<file path="src/rtl/max7219_emul_pkg.sv">
// Shared constants, state type and register-mask helper for the MAX7219 receiver model.
package max7219_emul_pkg;

    localparam int unsigned C_FRAME_WIDTH = 16;

    localparam logic [3:0] C_ADDR_NOOP       = 4'h0;
    localparam logic [3:0] C_ADDR_DIGIT0     = 4'h1;
    localparam logic [3:0] C_ADDR_DIGIT1     = 4'h2;
    localparam logic [3:0] C_ADDR_DIGIT2     = 4'h3;
    localparam logic [3:0] C_ADDR_DIGIT3     = 4'h4;
    localparam logic [3:0] C_ADDR_DIGIT4     = 4'h5;
    localparam logic [3:0] C_ADDR_DIGIT5     = 4'h6;
    localparam logic [3:0] C_ADDR_DIGIT6     = 4'h7;
    localparam logic [3:0] C_ADDR_DIGIT7     = 4'h8;
    localparam logic [3:0] C_ADDR_DECODE     = 4'h9;
    localparam logic [3:0] C_ADDR_INTENSITY  = 4'hA;
    localparam logic [3:0] C_ADDR_SCAN_LIMIT = 4'hB;
    localparam logic [3:0] C_ADDR_SHUTDOWN   = 4'hC;
    localparam logic [3:0] C_ADDR_TEST       = 4'hF;

    localparam logic [7:0] C_RST_REG      = 8'h00;
    localparam logic [7:0] C_RST_SHUTDOWN = 8'h00;

    typedef enum logic {
        IDLE,
        COMMIT
    } t_max7219_state;

    // Writable bits per address; unmapped addresses get an all-zero mask so they always read 0.
    function automatic logic [7:0] f_reg_mask(input logic [3:0] addr);
        logic [7:0] mask;
        mask = '0;
        case (addr)
            C_ADDR_DIGIT0, C_ADDR_DIGIT1, C_ADDR_DIGIT2, C_ADDR_DIGIT3,
            C_ADDR_DIGIT4, C_ADDR_DIGIT5, C_ADDR_DIGIT6, C_ADDR_DIGIT7,
            C_ADDR_DECODE:     mask = 8'hFF;
            C_ADDR_INTENSITY:  mask = 8'h0F;
            C_ADDR_SCAN_LIMIT: mask = 8'h07;
            C_ADDR_SHUTDOWN:   mask = 8'h01;
            C_ADDR_TEST:       mask = 8'h01;
            default:           mask = '0;
        endcase
        return mask;
    endfunction

endpackage

</file>
<file path="src/rtl/max7219_emul_sync_edge.sv">
// Multi-flop synchroniser for one asynchronous line, with a history flop for rising-edge detection.
module max7219_sync_edge #(
    parameter int unsigned G_SYNC_STAGES = 2
) (
    input  logic clk,
    input  logic rst_n,
    input  logic async_i,
    output logic level_o,
    output logic rise_o
);

    logic [G_SYNC_STAGES-1:0] sync_q;
    logic                     hist_q;

    always_ff @(posedge clk or negedge rst_n) begin
        if (!rst_n) begin
            sync_q <= '0;
            hist_q <= 1'b0;
        end else begin
            sync_q <= {sync_q[G_SYNC_STAGES-2:0], async_i};
            hist_q <= sync_q[G_SYNC_STAGES-1];
        end
    end

    assign level_o = sync_q[G_SYNC_STAGES-1];
    assign rise_o  = sync_q[G_SYNC_STAGES-1] & ~hist_q;

endmodule

</file>
<file path="src/rtl/max7219_emul.sv">
// MAX7219 receiver model: oversamples the serial lines, commits 16-bit frames on LOAD rise, decodes a register file.
module max7219_emul
    import max7219_emul_pkg::*;
#(
    parameter int unsigned G_SYNC_STAGES = 2,
    parameter int unsigned G_CNT_WIDTH   = 16
) (
    input  logic                   clk,
    input  logic                   rst_n,
    input  logic                   i_max_clk,
    input  logic                   i_max_load,
    input  logic                   i_max_din,
    input  logic [3:0]             i_reg_addr,
    output logic [7:0]             o_reg_rdata,
    output logic [15:0]            o_frame,
    output logic                   o_frame_val,
    output logic                   o_frame_err,
    input  logic                   i_clr_err,
    output logic                   o_err_sticky,
    output logic [G_CNT_WIDTH-1:0] o_frame_cnt,
    output logic                   o_shutdown_n
);

    logic clk_rise, load_rise, din_lvl;
    logic clk_lvl_unused, load_lvl_unused;

    max7219_sync_edge #(.G_SYNC_STAGES(G_SYNC_STAGES)) u_sync_clk (
        .clk(clk), .rst_n(rst_n), .async_i(i_max_clk), .level_o(clk_lvl_unused), .rise_o(clk_rise)
    );
    max7219_sync_edge #(.G_SYNC_STAGES(G_SYNC_STAGES)) u_sync_load (
        .clk(clk), .rst_n(rst_n), .async_i(i_max_load), .level_o(load_lvl_unused), .rise_o(load_rise)
    );
    max7219_sync_edge #(.G_SYNC_STAGES(G_SYNC_STAGES)) u_sync_din (
        .clk(clk), .rst_n(rst_n), .async_i(i_max_din), .level_o(din_lvl), .rise_o()
    );

    t_max7219_state             state_q, state_d;
    logic [C_FRAME_WIDTH-1:0]   shift_q, shift_d, frame_q, frame_d;
    logic [5:0]                 cnt_q, cnt_d;
    logic                       val_q, val_d, err_q, err_d, sticky_q, sticky_d;
    logic [G_CNT_WIDTH-1:0]     fcnt_q, fcnt_d;
    logic [7:0]                 regs_q [16];
    logic [7:0]                 rdata_q;
    logic                       wr_en;
    logic [3:0]                 wr_addr;
    logic [7:0]                 wr_data;

    // The shift is resolved before the commit test so a clk/load rise in the same cycle includes that bit.
    always_comb begin
        state_d = state_q;
        shift_d = shift_q;
        cnt_d   = cnt_q;
        frame_d = frame_q;
        fcnt_d  = fcnt_q;
        val_d   = 1'b0;
        err_d   = 1'b0;
        wr_en   = 1'b0;
        if (clk_rise) begin
            shift_d = {shift_q[C_FRAME_WIDTH-2:0], din_lvl};
            if (cnt_q != 6'h3F) cnt_d = cnt_q + 6'd1;
        end
        wr_addr = shift_d[11:8];
        wr_data = shift_d[7:0];
        case (state_q)
            IDLE: begin
                if (load_rise) begin
                    state_d = COMMIT;
                    if (cnt_d != 6'd0) begin
                        err_d = (cnt_d != 6'd16);
                        if (cnt_d >= 6'd16) begin
                            frame_d = shift_d;
                            val_d   = 1'b1;
                            wr_en   = 1'b1;
                            fcnt_d  = fcnt_q + G_CNT_WIDTH'(1);
                        end
                    end
                    cnt_d = '0;
                end
            end
            COMMIT:  state_d = IDLE;
            default: state_d = IDLE;
        endcase
        sticky_d = err_d | (sticky_q & ~i_clr_err);
    end

    always_ff @(posedge clk or negedge rst_n) begin
        if (!rst_n) begin
            state_q  <= IDLE;
            shift_q  <= '0;
            cnt_q    <= '0;
            frame_q  <= '0;
            fcnt_q   <= '0;
            val_q    <= 1'b0;
            err_q    <= 1'b0;
            sticky_q <= 1'b0;
            rdata_q  <= '0;
        end else begin
            state_q  <= state_d;
            shift_q  <= shift_d;
            cnt_q    <= cnt_d;
            frame_q  <= frame_d;
            fcnt_q   <= fcnt_d;
            val_q    <= val_d;
            err_q    <= err_d;
            sticky_q <= sticky_d;
            rdata_q  <= regs_q[i_reg_addr];
        end
    end

    always_ff @(posedge clk or negedge rst_n) begin
        if (!rst_n) begin
            for (int unsigned i = 0; i < 16; i++) regs_q[i] <= C_RST_REG;
            regs_q[C_ADDR_SHUTDOWN] <= C_RST_SHUTDOWN;
        end else if (wr_en) begin
            regs_q[wr_addr] <= wr_data & f_reg_mask(wr_addr);
        end
    end

    assign o_reg_rdata  = rdata_q;
    assign o_frame      = frame_q;
    assign o_frame_val  = val_q;
    assign o_frame_err  = err_q;
    assign o_err_sticky = sticky_q;
    assign o_frame_cnt  = fcnt_q;
    assign o_shutdown_n = regs_q[C_ADDR_SHUTDOWN][0];

endmodule

</file>
<file path="config.mk">
export PLATFORM = sky130hd
export DESIGN_NAME = max7219_emul
export DESIGN_NICKNAME = d
export VERILOG_FILES = /design/src/rtl/max7219_emul_pkg.sv /design/src/rtl/max7219_emul_sync_edge.sv /design/src/rtl/max7219_emul.sv
export SDC_FILE = /design/constraint.sdc
export NUM_CORES = 1
export LEC_CHECK = 0
export CORE_MARGIN = 3
export CORE_UTILIZATION = 55
export CTS_CLUSTER_DIAMETER = 150
export DETAILED_ROUTE_END_ITERATION = 8
export GPL_TIMING_DRIVEN = 0
export PLACE_DENSITY = 0.79
export SLEW_MARGIN = 20
export SYNTH_ARGS = -nofsm -noshare
export SYNTH_HDL_FRONTEND = slang
export SYNTH_HIERARCHICAL = 1
export SYNTH_SLANG_ARGS = --single-unit
</file>
<file path="constraint.sdc">
create_clock -name clk -period 6.8 [get_ports clk]
set_input_delay 1.02 -clock clk [delete_from_list [all_inputs] [get_ports clk]]
set_output_delay 1.02 -clock clk [all_outputs]
set_load 0.02 [all_outputs]
</file>
# Word level (Yosys, flattened, before mapping)
# Memory sizes are Yosys's and may differ from the RTL's.
# Index checks and enable logic that the tools add are counted.
# classes
n_addsub	2
order_cmp	4
n_eq_ne	2
n_mux	21
n_bitwise	11
reduce_logical	3
# op_table
cell	count
128-bit bitwise mux	1
8-bit binary-select mux with 4-bit select	1
8-bit demux with 4-bit select	1
8-bit two-way mux	4
6-bit two-way mux	4
16-bit by 1-bit adder with 16-bit output (second input constant)	1
16-bit two-way mux	1
5-bit >= comparator (second input constant)	2
4-bit NOT with 5-bit output	2
8-bit AND	1
1-bit two-way mux	8
6-bit by 1-bit adder with 6-bit output (second input constant)	1
6-bit by 5-bit >= comparator with 1-bit output (second input constant)	1
6-bit by 5-bit != test with 1-bit output (second input constant)	1
6-bit != test (second input constant)	1
6-bit nonzero test	1
5-bit by 1-bit < comparator with 1-bit output (second input constant)	1
1-bit NOT	4
4-bit AND reduction	1
1-bit AND	3
1-bit case mux with 2 select lines	1
1-bit logical AND	1
1-bit bitwise OR	1
# word_totals
reg_bits	202
rom_bits	128
out_inout_bits	44
memories	1
# memory_table
name	depth	width	rd	rd_clocked_by_memory_dff	write_ports	line_no	rtl
(no name shown)	16	8	1	0	0	max7219_emul_pkg.sv:33	case (addr)

# Logic depth before layout (Yosys ltp)
# Gate-level depths: netlist (run 1).
# depth
ltp_word	11
depth_mapped	13
depth_no_buf	8

# By module
# Netlist (run 1), hierarchy kept.
# modules_own_cells
module	instances	cells_each	area_per_inst_um2
max7219_emul	1	596	8842.2
max7219_sync_edge	3	4	88.8

# Least setup slack after synthesis (run 1)
# OpenSTA, ideal clock, no wires.
# synth_timing
path_type	reg2reg
from	reg u_sync_clk.hist_q
to	reg regs_q[44] (netlist bit)
setup_ps	125
t_arrival_ps	2969
setup_slack_ps	3706
stages_incl_launch_ff	14
n_path_buf	5
synth_period_minus_slack_ps	3094
path_cell_list	dfrtp_1 -> nor2b_4 -> buf_4 -> buf_8 -> buf_8 -> buf_2 -> mux2_2 -> inv_1 -> ha_1 -> or3b_2 -> a32oi_1 -> nor3_1 -> clkbuf_1 -> mux2_2
# synth_via
elab_chain_len	9
elab_cells_between_ends	20
classes_between	order compare: 3; mux: 10; bitwise: 4; reduce/logical: 2; memory: 1
# synth_lines
element	line_no	rtl
from (decl)	max7219_emul_sync_edge.sv:13	logic hist_q;
from (signal assigned)	max7219_emul_sync_edge.sv:21	hist_q <= sync_q[G_SYNC_STAGES-1];
1-bit NOT *	max7219_emul_sync_edge.sv:26	assign rise_o = sync_q[G_SYNC_STAGES-1] & ~hist_q;
1-bit AND *	max7219_emul_sync_edge.sv:26	
named net clk_rise	max7219_emul.sv:24	logic clk_rise, load_rise, din_lvl;
16-bit two-way mux *	max7219_emul.sv:58	if (clk_rise) begin
named net shift_d[8]	max7219_emul.sv:38	logic [C_FRAME_WIDTH-1:0] shift_q, shift_d, frame_q, frame_d;
4-bit NOT with 5-bit output (not written as such)	max7219_emul.sv:115	regs_q[wr_addr] <= wr_data & f_reg_mask(wr_addr);
5-bit >= comparator (not written as such) / 5-bit by 1-bit < comparator with 1-bit output (equally long branches)	max7219_emul.sv:115	
1-bit logical AND (not written as such)	max7219_emul.sv:115	
8-bit two-way mux (not written as such)	max7219_emul.sv:115	
8-bit demux with 4-bit select	max7219_emul.sv:115	
128-bit bitwise mux *	max7219_emul.sv:115	
to (signal, indexed assignment)	max7219_emul.sv:115	
to (decl)	max7219_emul.sv:42	logic [7:0] regs_q [16];
# The timed path passes the listed nets; every way through them passes the cells marked *. The select of a mux whose other input is x is not followed.
# A chain may end at the register's enable or synchronous reset.

# Worst setup path after layout (run 1)
# layout_timing
from	reg u_sync_clk.hist_q
to	reg regs_q[88] (netlist bit)
# The elaborated chain is that of the path after synthesis.

==> metrics, run 1 <==
port bufs=50; synth warn=6; status=finished clean; vias in the first global route=between 5,000 and 6,000; final number of hold-violating endpoints=0; total setup buffers inserted after CTS=0; worst slew pin tran=1.10 ns; Critical Path Start=u_sync_clk/hist_q; # diodes=0; Final Slew Violations=0; share of layout cells above drive strength 1=34.1%; final wirelength=around 19,000 microns; CTS buffer count=21; post-DP HPWL=12,800 microns; Syn Inst Count=606; Tmin final=between 3 and 4 ns; Root Buffer=clkbuf_16; area grow syn2layout=16.5%; Vias=5,379; Crit. End Element=register; via/cell ratio=5.91; Setup CP Type=register to register; R2R Path End=regs_q[88]; fmax=264 MHz; P_leak=4.89 nW; Hold Path Origin=u_sync_din/sync_q[0]; Syn Std Cell Area=0.00907 sq mm; Die H=134 microns; GP Congestion=0.889; unrepaired setup endpoints after global routing=false; Worst R2R Setup Slack=3.01 ns; H-tree depth=1; Hold Path Class=register to register; Worst EP arrival=4.22 ns; Setup crit end=regs_q[88]; R2R depth=12; initial cell density of the core=between 50% and 60%; CTS tree=built; Worst slew margin=between 20% and 30%; pre-CTS WS=slightly above 3 ns; worst vdd ir=0.200 mV; Avg Inst Size Synth=15.0 sq um; Routed WL per cell=21.0 microns; clk sinks=202; core area=roughly 0.016 sq mm; largest net degree at the start of global routing=112; grt total ovfl=0; Clock Skew=between 0.01 and 0.015 ns; first-pass GRT wire length=between 30,000 and 40,000 microns; Longest Clk Path Bufs=3; syn nets=623; DRT iter0 DRCs=415; nets=697; Post-CTS Hold Buffers=0; CP Max Fanout=10; Skew-Pair Late Insertion Delay=0.50 ns; initial antenna violation count=0; ANT nets after route=0; I/O pin cnt=54; row count=between 40 and 50; RR Startpoint=u_sync_clk/hist_q; GRT Util Overall=22.1%; Final WS setup=3.01 ns; most frequent cells in the layout=dfrtp_1 (202), mux2_2 (108), clkdlybuf4s50_1 (49); most common cell after layout, fill and taps aside=dfrtp_1; post-layout util=66.0%; startpoint types=register; Die ar.=0.0181 sq mm; 1st-pass router iterations=4; Post-CTS Resized=0; die outline width=134 microns; Residual DRC=0; Req. time, crit path=7.23 ns; Design Power=~0.0028 W; fin crit share=between 50% and 60%; # setup viols final=0; max cap viols=0; Pwr per Cell Area=269 mW/mm^2; setup tns final=0 ns; Clock transition at path regs=0.06 ns; hold slack=~0.35 ns
cell type report:
class	count	area [sq um]
Fill cell	1152	5430
Sequential cell	202	5050
Multi-Input combinational cell	357	3760
Clock buffer	25	571
Timing Repair Buffer	51	533
Tap cell	216	270
Buffer	35	209
Clock inverter	12	123
Inverter	12	45.0
power by group:
part | switching (W) | internal [W] | total (W) | leakage (nW)
sequential | 0.0000370 | 0.00125 | 0.00129 | 2.78
combinational | 0.000277 | 0.000130 | 0.000407 | 1.77
clock | 0.000472 | 0.000678 | 0.00115 | 0.343
total | 0.000786 | 0.00206 | 0.00284 | 4.89
worst min path at each step:
stage | end | cells after the start | slack [ns]
5_1_grt | u_sync_din/sync_q[1] | 0 | 0.36
6_report | u_sync_din/sync_q[1] | 0 | 0.35
3_3_place_gp | u_sync_clk/sync_q[1] | 0 | 0.33
4_1_cts | u_sync_din/sync_q[1] | 0 | 0.35
3_5_place_dp | u_sync_din/sync_q[1] | 0 | 0.34
2_1_floorplan | u_sync_clk/sync_q[1] | 0 | 0.33
routing by layer:
metal,global-route usage [%],part of all wire [%]
met5,0,0
met4,6.62,2.1
met3,3.15,4.5
met2,35.3,48
met1,32.2,45
registers in the layout (all words and copies together), names as in the netlist, 2 cells and up:
name                count
u_sync_load/sync_q      2
shift_q                16
u_sync_din/sync_q       2
o_reg_rdata             8
u_sync_clk/sync_q       2
cnt_q                   6
regs_q                127
o_frame                16
o_frame_cnt            16
critical path, stage by stage, from the launching register on:
cell and delay, ns:
dfrtp_1 0.41, nor2b_4 0.11, buf_4 0.16, buf_8 0.14, buf_8 0.14, buf_2 0.26
mux2_2 0.26, inv_1 0.09, ha_1 0.29, and4b_1 0.29, a211oi_1 0.92, clkbuf_1 0.41
mux2_2 0.24
through the flow:
stage / cell area (sq um) / cells
finish: 10600 / 910
global route: 10600 / 910
CTS: 10600 / 910
detailed placement: 9870 / 873
global placement: 9840 / 872
floorplan: 9070 / 606
Power figures use the tool's default switching activity.
==> run 2, diff against run 1 <==
==> constraint.sdc (replaced) <==
create_clock -name clk -period 3.8 [get_ports clk]
set_input_delay 0.57 -clock clk [delete_from_list [all_inputs] [get_ports clk]]
set_output_delay 0.57 -clock clk [all_outputs]
set_load 0.02 [all_outputs]
==> metrics, run 2 (synthesis results as in run 1) <==
status=finished clean; Design Power=0.00509 W; total setup buffers inserted after CTS=0; GR peak layer=met2; H-tree depth=1; largest net degree at the start of global routing=roughly 110; Final Slew Violations=0; vias in the first global route=5,740; # setup viols final=0; worst vdd ir=0.368 mV; row count=46; die outline width=134 microns; nets=696; Req. time, crit path=4.19 ns; Hold Path Class=primary input to asynchronous set/reset pin; worst slew pin tran=~0.86 ns; hold slack=0.0840 ns; Setup CP Type=register to register; Die ar.=0.0181 sq mm; CTS tree=built; most common cell after layout, fill and taps aside=dfrtp_1; Tmin final=between 3 and 4 ns; post-layout util=between 60 and 70%; DRT iter0 DRCs=a little under 400; M1 GR Usage=32.2%; Die H=~130 microns; FILL cells=1,155; area grow syn2layout=16.6%; 1st-pass router iterations=4; Residual DRC=0; final wirelength=roughly 19,000 microns; Clock Skew=0.0144 ns; first-pass GRT wire length=31,600 microns; Root Buffer=clkbuf_16; share of layout cells above drive strength 1=34.3%; R2R depth=12; unrepaired setup endpoints after global routing=false; Area after DPL=0.00987 sq mm; startpoint types=register; Final WS setup=0.365 ns; Critical Path Start=u_sync_clk/hist_q; ANT nets after route=0; pre-CTS WS=0.0969 ns; Post-CTS Resized=0; RR Startpoint=u_sync_clk/hist_q; GRT Util Overall=between 20% and 30%; # diodes=0; GP Congestion=0.889; port bufs=50; R2R Path End=regs_q[70]; Pwr per Cell Area=approximately 480 mW/mm^2; fin crit share=about 90%; Setup crit end=regs_q[70]; CP Max Fanout=19; max reg flops=127; grt total ovfl=0; core area=0.0160 sq mm; most frequent cells in the layout=dfrtp_1 (202), mux2_2 (108), clkdlybuf4s50_1 (49); CP Cell Sequence=nor2b_4, buf_4, buf_8, buf_8, mux2_2, inv_1, ha_1, or3b_2, a32oi_2, nor3_1, clkbuf_1, mux2_2; Worst R2R Setup Slack=0.36 ns; initial cell density of the core=56.7%; Post-CTS Hold Buffers=0; max cap viols=0; initial antenna violation count=0; Clock transition at path regs=0.06 ns; CTS buffer count=21; fmax=between 200 and 300 MHz; Top reg by flops=regs_q; via/cell ratio=5.89; I/O pin cnt=between 50 and 60; final number of hold-violating endpoints=0; P_leak=roughly 5 nW; Largest stage delay, worst path=0.48 ns; post-route cell area=0.0106 sq mm; post-DP HPWL=12,800 microns; Worst slew margin=42.5%; crit path max-delay cell type=or3b_2; Crit. End Element=register; Skew-Pair Late Insertion Delay=about 0.50 ns; GR met3 Demand/Resource=3.15%; Routed WL per cell=20.9 microns; met2 Resource Use GR=35.3%; Vias=roughly 5,400; Worst EP arrival=3.82 ns; clk sinks=202; Longest Clk Path Bufs=3
run 2: cell types whose count changed in the layout (fill, tap and decap cells not counted):
cell,delta
buf_2,-1
a32oi_2,+1
a32oi_1,-1
a211oi_2,+1
a211oi_1,-1
run 2: worst min-delay path by stage:
stage                                     from                     to  slack [ns]  depth (start not counted)
after floorplan                          rst_n               cnt_q[0]        0.27                          0
after global placement    u_sync_clk/sync_q[0]   u_sync_clk/sync_q[1]        0.33                          0
after detailed placement  u_sync_din/sync_q[0]   u_sync_din/sync_q[1]        0.34                          0
after CTS                                rst_n               cnt_q[2]        0.11                          1
after global routing                     rst_n  u_sync_load/sync_q[1]        0.11                          1
final                                    rst_n  u_sync_load/sync_q[1]        0.08                          1
run 2: per-stage QoR:
step | std cells | setup TNS, ns
after floorplan | 606 | 0
after global placement | 872 | -1115.39
after detailed placement | 873 | 0
after CTS | 910 | 0
after global routing | 909 | 0
final | 909 | 0
run 2: metal layers:
metal | part of all wire [%] | routed length (microns) | vias to the layer above
met1 | 44 | 8370 | 2816
met3 | 5.3 | 1000 | 30
met2 | 49 | 9220 | 136
met5 | 0 | 0 | -
li1 | - | - | 2372
met4 | 2.1 | 391 | 0
run 2: report_power, final:
| part | leakage [nW] | internal (W) | switching (W) |
|---|---|---|---|
| sequential | 2.78 | 0.00223 | 0.0000653 |
| clock | 0.343 | 0.00121 | 0.000843 |
| combinational | 1.76 | 0.000239 | 0.000501 |
| total | 4.89 | 0.00369 | 0.00141 |
run 2: worst max-delay path, delay by kind of cell, from the launching register on:
kind                     cells  cell delay, ns
multiplexers                 2            0.74
AND/OR/NAND/NOR              3            0.73
AO/OA/AOI/OAI                1            0.28
buffers and inverters        5            0.88
flip-flops                   1            0.41
adder cells (fa/ha/maj)      1            0.30
run 2: layout make-up:
cell class / instances / area [sq um] / share of cell area, %
inverter: 12 / 45.0 / 0.426
multi-input combinational: 357 / 3770 / 35.7
tap: 216 / 270 / 2.56
sequential: 202 / 5050 / 47.8
clock buffer: 25 / 571 / 5.40
buffer: 34 / 204 / 1.93
clock inverter: 12 / 123 / 1.16
timing repair buffer: 51 / 533 / 5.04
==> run 3, diff against run 2 <==
==> constraint.sdc (replaced) <==
create_clock -name clk -period 3.8 [get_ports clk]
set_input_delay 0.38 -clock clk [delete_from_list [all_inputs] [get_ports clk]]
set_output_delay 0.38 -clock clk [all_outputs]
set_load 0.02 [all_outputs]
==> metrics, run 3 (synthesis results as in run 1) <==
Pwr per Cell Area=482 mW/mm^2; Root Buffer=clkbuf_16; share of layout cells above drive strength 1=34.3%; setup tns final=0 ns; Req. time, crit path=4.19 ns; most frequent cells in the layout=dfrtp_1 (202), mux2_2 (108), clkdlybuf4s50_1 (49); Die H=134 microns; initial cell density of the core=between 50% and 60%; post-DP HPWL=12,800 microns; ANT nets after route=0; area of the multi-input gates=0.00377 sq mm; Clock transition at path regs=0.06 ns; # diodes=0; clk sinks=202; H-tree depth=1; Clock Skew=0.0136 ns; Routed WL per cell=20.9 microns; Residual DRC=0; Setup CP Type=register to register; Vias=5,407; Final WS setup=0.365 ns; Tmin final=3.43 ns; Hold Crit Depth=1; total setup buffers inserted after CTS=0; Longest Clk Path Bufs=3; final number of hold-violating endpoints=0; initial antenna violation count=0; post-route cell area=0.0106 sq mm; pre-CTS WS=~0.097 ns; Area after DPL=0.00987 sq mm; Worst EP arrival=3.82 ns; unrepaired setup endpoints after global routing=false; status=finished clean; placed instance count=873; GP Congestion=0.889; largest net degree at the start of global routing=around 110; # setup viols final=0; most common cell after layout, fill and taps aside=dfrtp_1; Worst R2R Setup Slack=0.37 ns; Final Slew Violations=0; RR Startpoint=u_sync_clk/hist_q; P_leak=4.89 nW; first-pass GRT wire length=31,600 microns; nets=between 600 and 700; Crit. End Element=register; FILL cells=approximately 1,200; die outline width=134 microns; row count=46; Worst slew margin=a little over two fifths; storage element area=0.00505 sq mm; CTS tree=built; worst slew pin tran=0.868 ns; Hold Path Origin=i_max_clk; WHS Endpoint=u_sync_clk/sync_q[0]; DRT iter0 DRCs=~350; CP Max Fanout=19; fin crit share=90.4%; R2R Path End=regs_q[70]; vias in the first global route=roughly 5,700; fin cells=910; Hold Path Class=primary input to register; CTS buffer count=21; max reg flops=127; port bufs=50; Top reg by flops=regs_q; I/O pin cnt=54; startpoint types=register; area grow syn2layout=16.7%; fmax=just under 300 MHz; via/cell ratio=5.94; 1st-pass router iterations=4; GRT Util Overall=between 20% and 30%; final wirelength=19,000 microns; Die ar.=0.0181 sq mm; max cap viols=0; R2R depth=12; grt total ovfl=0; core area=0.0160 sq mm; Skew-Pair Late Insertion Delay=0.50 ns; worst vdd ir=0.368 mV
==> run 3: timing repair <==
action | CTS | global route
hold buffers | 1 | 0
hold endpoints to repair | 91 | 0
endpoints found under the setup margin | 0 | 50
resized for setup | 0 | 2
==> run 3: worst max-delay path, cell delays in order (launching register included) <==
cell and delay [ns]:
dfrtp_1 0.41, nor2b_4 0.11, buf_4 0.16, buf_8 0.15, buf_8 0.18, mux2_2 0.40, inv_1 0.11, ha_1 0.30
or3b_2 0.48, a32oi_2 0.28, nor3_1 0.14, clkbuf_1 0.27, mux2_2 0.33
==> run 3: through the flow <==
stage	util [%]	hold slack, ns	power (W)
global placement	61.5	0.334	0.00301
global route	66.1	0.321	0.00531
detailed placement	61.7	0.336	0.00305
finish	66.1	0.327	0.00510
CTS	66.1	0.316	0.00510
floorplan	-	0.0844	0.00281
==> run 3: metal layers <==
metal	track usage, %	wire length, microns	up-vias
met2	35.4	9240	140
met4	6.62	391	0
li1	-	-	2367
met5	0	0	-
met3	3.11	867	30
met1	32.2	8480	2870
==> run 3: how the worst max path moves through the flow <==
stage	start	to	slack, ns	depth (start not counted)
4_1_cts	u_sync_clk/hist_q	regs_q[70]	0.05	13
5_1_grt	u_sync_clk/hist_q	regs_q[54]	0.22	12
2_1_floorplan	u_sync_clk/hist_q	regs_q[44]	0.71	13
6_report	u_sync_clk/hist_q	regs_q[70]	0.37	12
3_3_place_gp	rst_n	regs_q[66]	-5.35	1
3_5_place_dp	u_sync_clk/hist_q	regs_q[70]	0.1	13
==> run 3: power breakdown <==
group | switching [W] | internal [W] | total [W]
sequential | 0.0000655 | 0.00223 | 0.00230
combinational | 0.000502 | 0.000239 | 0.000741
clock | 0.000843 | 0.00121 | 0.00206
total | 0.00141 | 0.00369 | 0.00510
==> run 3: final cells by class <==
class / instances / area share [%]
inverter: 12 / 0.426
clock inverter: 12 / 1.16
tap: 216 / 2.55
sequential: 202 / 47.8
multi-input combinational: 357 / 35.7
timing repair buffer: 52 / 5.13
clock buffer: 25 / 5.39
buffer: 34 / 1.93
